[src/rtl/uart_frame_rx.sv]
// uart_frame_rx: pops bytes from a uart receive FIFO and parses frames of the
//    form SOF, LEN, LEN payload bytes, CHK, where CHK = XOR of LEN and the payload.
//    A checked frame is held in a local buffer until the consumer acknowledges it.
//    No bytes are popped while a frame is held, so the uart FIFO absorbs the backlog.
// Latency: one byte per cycle while rx_empty stays low. frm_valid rises in the
//    cycle after the pop of a correct CHK byte.
// Ports:
//    clk, rst (sync, active low)       clock and reset
//    rx_empty, r_data, rd_uart         uart FIFO head and pop strobe
//    frm_valid, frm_len                frame held, and its payload length
//    frm_addr, frm_byte, frm_ack       payload readout and release of the frame
//    chk_err, len_err                  one-cycle error pulses
//    drop_cnt                          saturating count of non-SOF bytes dropped in IDLE
// Option: define UART_FRAME_TIMEOUT_EN to abandon a partial frame after
//    TIMEOUT_CYC cycles without a byte. Without it a partial frame waits forever.
module uart_frame_rx #(
   parameter int         MAX_LEN     = 16,
   parameter logic [7:0] SOF         = 8'hA5,
   parameter int         TIMEOUT_CYC = 50000
) (
   input  logic       clk,
   input  logic       rst,
   input  logic       rx_empty,
   input  logic [7:0] r_data,
   output logic       rd_uart,
   output logic       frm_valid,
   output logic [4:0] frm_len,
   input  logic [4:0] frm_addr,
   output logic [7:0] frm_byte,
   input  logic       frm_ack,
   output logic       chk_err,
   output logic       len_err,
   output logic [7:0] drop_cnt
);

   typedef enum logic [2:0] {S_IDLE, S_LEN, S_DATA, S_CHK, S_HOLD} state_t;

   state_t     state, state_nxt;
   logic [4:0] len_q;
   logic [4:0] idx;
   logic [7:0] chk_q;
   logic [7:0] buffer [0:31];
   logic       len_ok;
   logic       last_byte;
   logic       tmo;

   assign len_ok    = (r_data != 8'h00) && (r_data <= 8'(MAX_LEN));
   assign last_byte = (idx == len_q - 5'd1);
   assign frm_len   = len_q;

`ifdef UART_FRAME_TIMEOUT_EN
   logic [31:0] idle_cnt;

   // Counts cycles without a pop while a frame is in progress.
   always_ff @(posedge clk) begin
      if (!rst || rd_uart || state == S_IDLE || state == S_HOLD)
         idle_cnt <= 32'd0;
      else
         idle_cnt <= idle_cnt + 32'd1;
   end

   // Fires on the TIMEOUT_CYC-th consecutive empty cycle of a partial frame.
   assign tmo = (state == S_LEN || state == S_DATA || state == S_CHK) &&
                !rd_uart && (idle_cnt == 32'(TIMEOUT_CYC - 1));
`else
   // Timeout disabled; the parameter only keeps the interface uniform.
   assign tmo = (TIMEOUT_CYC < 0);
`endif

   // State register
   always_ff @(posedge clk) begin
      if (!rst) state <= S_IDLE;
      else      state <= state_nxt;
   end

   // Next-state logic
   always_comb begin
      state_nxt = state;
      case (state)
         S_IDLE: if (rd_uart && r_data == SOF) state_nxt = S_LEN;
         S_LEN: begin
            if (rd_uart)  state_nxt = len_ok ? S_DATA : S_IDLE;
            else if (tmo) state_nxt = S_IDLE;
         end
         S_DATA: begin
            if (rd_uart && last_byte) state_nxt = S_CHK;
            else if (tmo)             state_nxt = S_IDLE;
         end
         S_CHK: begin
            if (rd_uart)  state_nxt = (r_data == chk_q) ? S_HOLD : S_IDLE;
            else if (tmo) state_nxt = S_IDLE;
         end
         S_HOLD: if (frm_ack) state_nxt = S_IDLE;
         default: state_nxt = S_IDLE;
      endcase
   end

   // Outputs: pop whenever a byte is available and no frame is held.
   // Gating with rst keeps the FIFO untouched while reset is asserted.
   always_comb begin
      rd_uart   = rst && !rx_empty && (state != S_HOLD);
      frm_valid = (state == S_HOLD);
   end

   // Datapath: length, index, running checksum, error pulses, drop counter
   always_ff @(posedge clk) begin
      if (!rst) begin
         len_q    <= 5'd0;
         idx      <= 5'd0;
         chk_q    <= 8'h00;
         chk_err  <= 1'b0;
         len_err  <= 1'b0;
         drop_cnt <= 8'h00;
      end else begin
         chk_err <= 1'b0;
         len_err <= 1'b0;
         case (state)
            S_IDLE: begin
               if (rd_uart && r_data != SOF && drop_cnt != 8'hFF)
                  drop_cnt <= drop_cnt + 8'd1;
            end
            S_LEN: begin
               if (rd_uart) begin
                  if (len_ok) begin
                     len_q <= r_data[4:0];
                     chk_q <= r_data;
                     idx   <= 5'd0;
                  end else begin
                     len_err <= 1'b1;
                  end
               end else if (tmo) begin
                  len_err <= 1'b1;
               end
            end
            S_DATA: begin
               if (rd_uart) begin
                  chk_q <= chk_q ^ r_data;
                  idx   <= idx + 5'd1;
               end else if (tmo) begin
                  chk_err <= 1'b1;
               end
            end
            S_CHK: begin
               if (rd_uart) begin
                  if (r_data != chk_q) chk_err <= 1'b1;
               end else if (tmo) begin
                  chk_err <= 1'b1;
               end
            end
            default: ;
         endcase
      end
   end

   // Payload buffer needs no reset; only entries below len_q are ever read.
   always_ff @(posedge clk) begin
      if (state == S_DATA && rd_uart) buffer[idx] <= r_data;
   end

   always_comb begin
      frm_byte = 8'h00;
      if (frm_addr < frm_len) frm_byte = buffer[frm_addr];
   end

endmodule

[config.mk]
export PLATFORM = sky130hd
export DESIGN_NAME = uart_frame_rx
export DESIGN_NICKNAME = d
export VERILOG_FILES = /design/src/rtl/uart_frame_rx.sv
export SDC_FILE = /design/constraint.sdc
export NUM_CORES = 1
export LEC_CHECK = 0
export CAP_MARGIN = 20
export CELL_PAD_IN_SITES_DETAIL_PLACEMENT = 1
export CELL_PAD_IN_SITES_GLOBAL_PLACEMENT = 2
export CORE_ASPECT_RATIO = 2
export CORE_MARGIN = 3
export CORE_UTILIZATION = 25
export DETAILED_ROUTE_END_ITERATION = 16
export PLACE_DENSITY_LB_ADDON = 0.12
export RECOVER_POWER = 100
export SLEW_MARGIN = 30
export SYNTH_ARGS = -nofsm -noshare
export SYNTH_HDL_FRONTEND = slang
export SYNTH_SLANG_ARGS = --single-unit
[constraint.sdc]
create_clock -name clk -period 6.6 [get_ports clk]
set_input_delay 1.32 -clock clk [delete_from_list [all_inputs] [get_ports clk]]
set_output_delay 1.32 -clock clk [all_outputs]
set_load 0.01 [all_outputs]
==> results_dict.tcl <==
set metrics [dict create \
    outcome "finished, violations left" \
    failed_checks "max-capacitance violations, max-slew violations" \
    grt_pass1_wl_um 50000 \
    avgSynthCellArea_sq_um 17.4 \
    wl_met2_um 19500 \
    r2r_slack_ns 3.33 \
    clock.fmax_ghz 0.173 \
    syn2layout_area_growth_pct 15.1 \
    whs_ns 0.499 \
    fin_area_sq_um 13900 \
    dr.pass1.iters 4 \
    ctsHtreeMaxLevel 1 \
    drc_errors 0 \
    worst_setup_path_start_kind "primary input" \
    vias 6349 \
    synth-simple-area-share_pct 6.96 \
    crit_type "in2out" \
    numPortBuffers 41 \
    drive_gt1_share_pct 13.7 \
    startpoint "frm_addr[1]" \
    cp_max_fo 35 \
    crit_required_ns 5.28 \
    die_h_um 317 \
    cap_viol_max_count 5 \
    ys_warn_count 0 \
    synth_xor_area_share_pct 1.66 \
    tritoncts "yes" \
    ios 42 \
    routed_wirelength_um 33700 \
    cts_root_buf "clkbuf_16" \
    setup_tns_ns 0 \
    r2r_end "buffer[0][0]" \
    dieArea_sq_um 51300 \
    overflow 0 \
    fin_total_pwr_mw 3.74 \
    clock-sinks 287 \
    skew_ns 0.0158 \
    final_util_pct 29.2 \
    synth_seq_area_share_pct 68.6 \
    worstMarginPinSlew_ns 2.01 \
    wl_met1_um 12300 \
    clock_path_buffers 3 \
    gp_congestion 0.721 \
    grt_pass1_vias 7378 \
    post_cts_buffers 0 \
    synth_seq_cells 287 \
    mostFrequentLayoutCell "edfxtp_1" \
    grt_max_degree 40 \
    via_per_inst 4.52 \
    fin_nets 780 \
    slew-limit-headroom_pct -33.7 \
    power_density_nw_per_um2 269 \
    worstSetupEndpoint "frm_byte[1]" \
    synthesis.nets 722 \
    fin_crit_sh_pct 87.5 \
    ys.flop_type "edfxtp_1" \
    hpwl_um 23300 \
    ys_async_sr_fraction_pct 0 \
    cts_resized 0 \
    cts_hold_buf 0 \
    ant_nets 0 \
    crit_arrival_ns 4.46 \
    synth-compound-area-share_pct 4.37 \
    p_leak_nw 4.40 \
    synth_edf_count 256 \
    top_layer "met4" \
    endpoint_kind "output pin" \
    clock_latency_ns 0.55 \
    final_cell_mix "edfxtp_1 (256), nor2_1 (52), mux4_2 (51)" \
    synthMuxAreaShare_pct 13.9 \
    hold_violations 0 \
    met3WireLength_um 971 \
    finalMaxSlewViolations 189 \
    hold_path_class "reg2reg" \
    rows 113 \
    clkTransAtPathRegs_ns 0.05 \
    irDropWorstVdd_mv 0.195 \
    fin_crit_ns 5.78 \
    rsz0062_at_grt "no" \
    synthesis.area_sq_um 12100 \
    die_w_um 162 \
    place_area_sq_um 13100 \
    reg2reg_depth 5 \
    synth_fa_ha_area_share_pct 1.03 \
    rr_startpoint "state[1]" \
    core_sq_um 47600 \
    cts_buffers 28 \
    antenna_found_initial 1 \
    synthCells 695 \
    initial_core_util_pct 25.4 \
    finalSetupViolCount 0 \
    post_drt_wl_per_cell_um 24.0 \
    track_usage_pct 13.3 \
    synth_top_family_by_area "multiplexers" \
    drtIter0Drc 206 \
    synth_cell_type_count 56 \
]
Yosys cell counts (all sizes together) (7+ instances only):
| master | number | area [sq um] |
|---|---|---|
| a211oi | 17 | 133 |
| a21oi | 20 | 100 |
| a22o | 8 | 70.1 |
| buf | 14 | 168 |
| clkbuf | 20 | 175 |
| dfxtp | 31 | 621 |
| edfxtp | 256 | 7690 |
| ha | 10 | 125 |
| inv | 17 | 63.8 |
| mux2i | 18 | 180 |
| mux4 | 64 | 1490 |
| nand2 | 23 | 86.3 |
| nand3 | 21 | 110 |
| nor2 | 52 | 195 |
| nor2b | 17 | 106 |
| nor3 | 7 | 40.0 |
| nor4 | 7 | 43.8 |
| o21ai | 9 | 45.0 |
| xor2 | 17 | 149 |
logic make-up after synthesis:
family | after synthesis
AOI/OAI and AO/OA | 76
xor gates and xnor gates | 23
adders and majority gates | 10
buffers and inverters | 52
DFF | 287
muxes | 83
and+or+nand+nor | 164
where the power goes:
group	switching [mW]	leakage [nW]	internal [mW]	total, mW
combinational	0.119	1.41	0.0734	0.192
clock	0.695	0.438	0.879	1.57
sequential	0.00143	2.55	1.98	1.98
total	0.815	4.40	2.93	3.74
metrics by stage:
step                      setup WS, ns  cells
after detailed placement          1.06   1355
after floorplan                   2.55    695
after CTS                         1.06   1405
after global routing             0.535   1405
final                            0.823   1406
after global placement            1.03   1355
worst max-delay path: stages:
cell and delay [ns]:
clkbuf_2 0.82, buf_12 0.35, ha_1 0.29, a211oi_1 0.18, o21ai_0 0.21, nor2_1 0.47, a22o_1 0.26, clkdlybuf4s50_1 0.55
worst min path at each step:
stage | startpoint | to | slack, ns | depth (start not counted)
final | drop_cnt[6] | drop_cnt[6] | 0.50 | 1
after global routing | drop_cnt[6] | drop_cnt[6] | 0.54 | 1
after CTS | drop_cnt[6] | drop_cnt[6] | 0.50 | 1
after detailed placement | drop_cnt[6] | drop_cnt[6] | 0.49 | 1
after global placement | drop_cnt[6] | drop_cnt[6] | 0.49 | 1
after floorplan | chk_q[3] | chk_q[3] | 0.48 | 1
layer usage:
layer  GRT usage (%)  up-vias
met5               0        -
li1                -     2881
met3            1.75       41
met4            4.11        0
met1            14.0     3323
met2            26.9      104
registers in the layout, summed over array words and instances (netlist names):
name	count
drop_cnt	8
chk_q	8
state	3
chk_err	1
frm_len	5
len_err	1
buffer	256
idx	5
area by class of cell:
type                    instances  area (sq um)
diodes                          1          2.50
inverters                      17          63.8
multi-input cells             356          3360
clock buffers                  33           741
repair buffers                 63           522
well taps                     632           791
clock inverters                17           143
fillers                      4972         33700
flip-flops and latches        287          8310
Power figures use the tool's default switching activity.
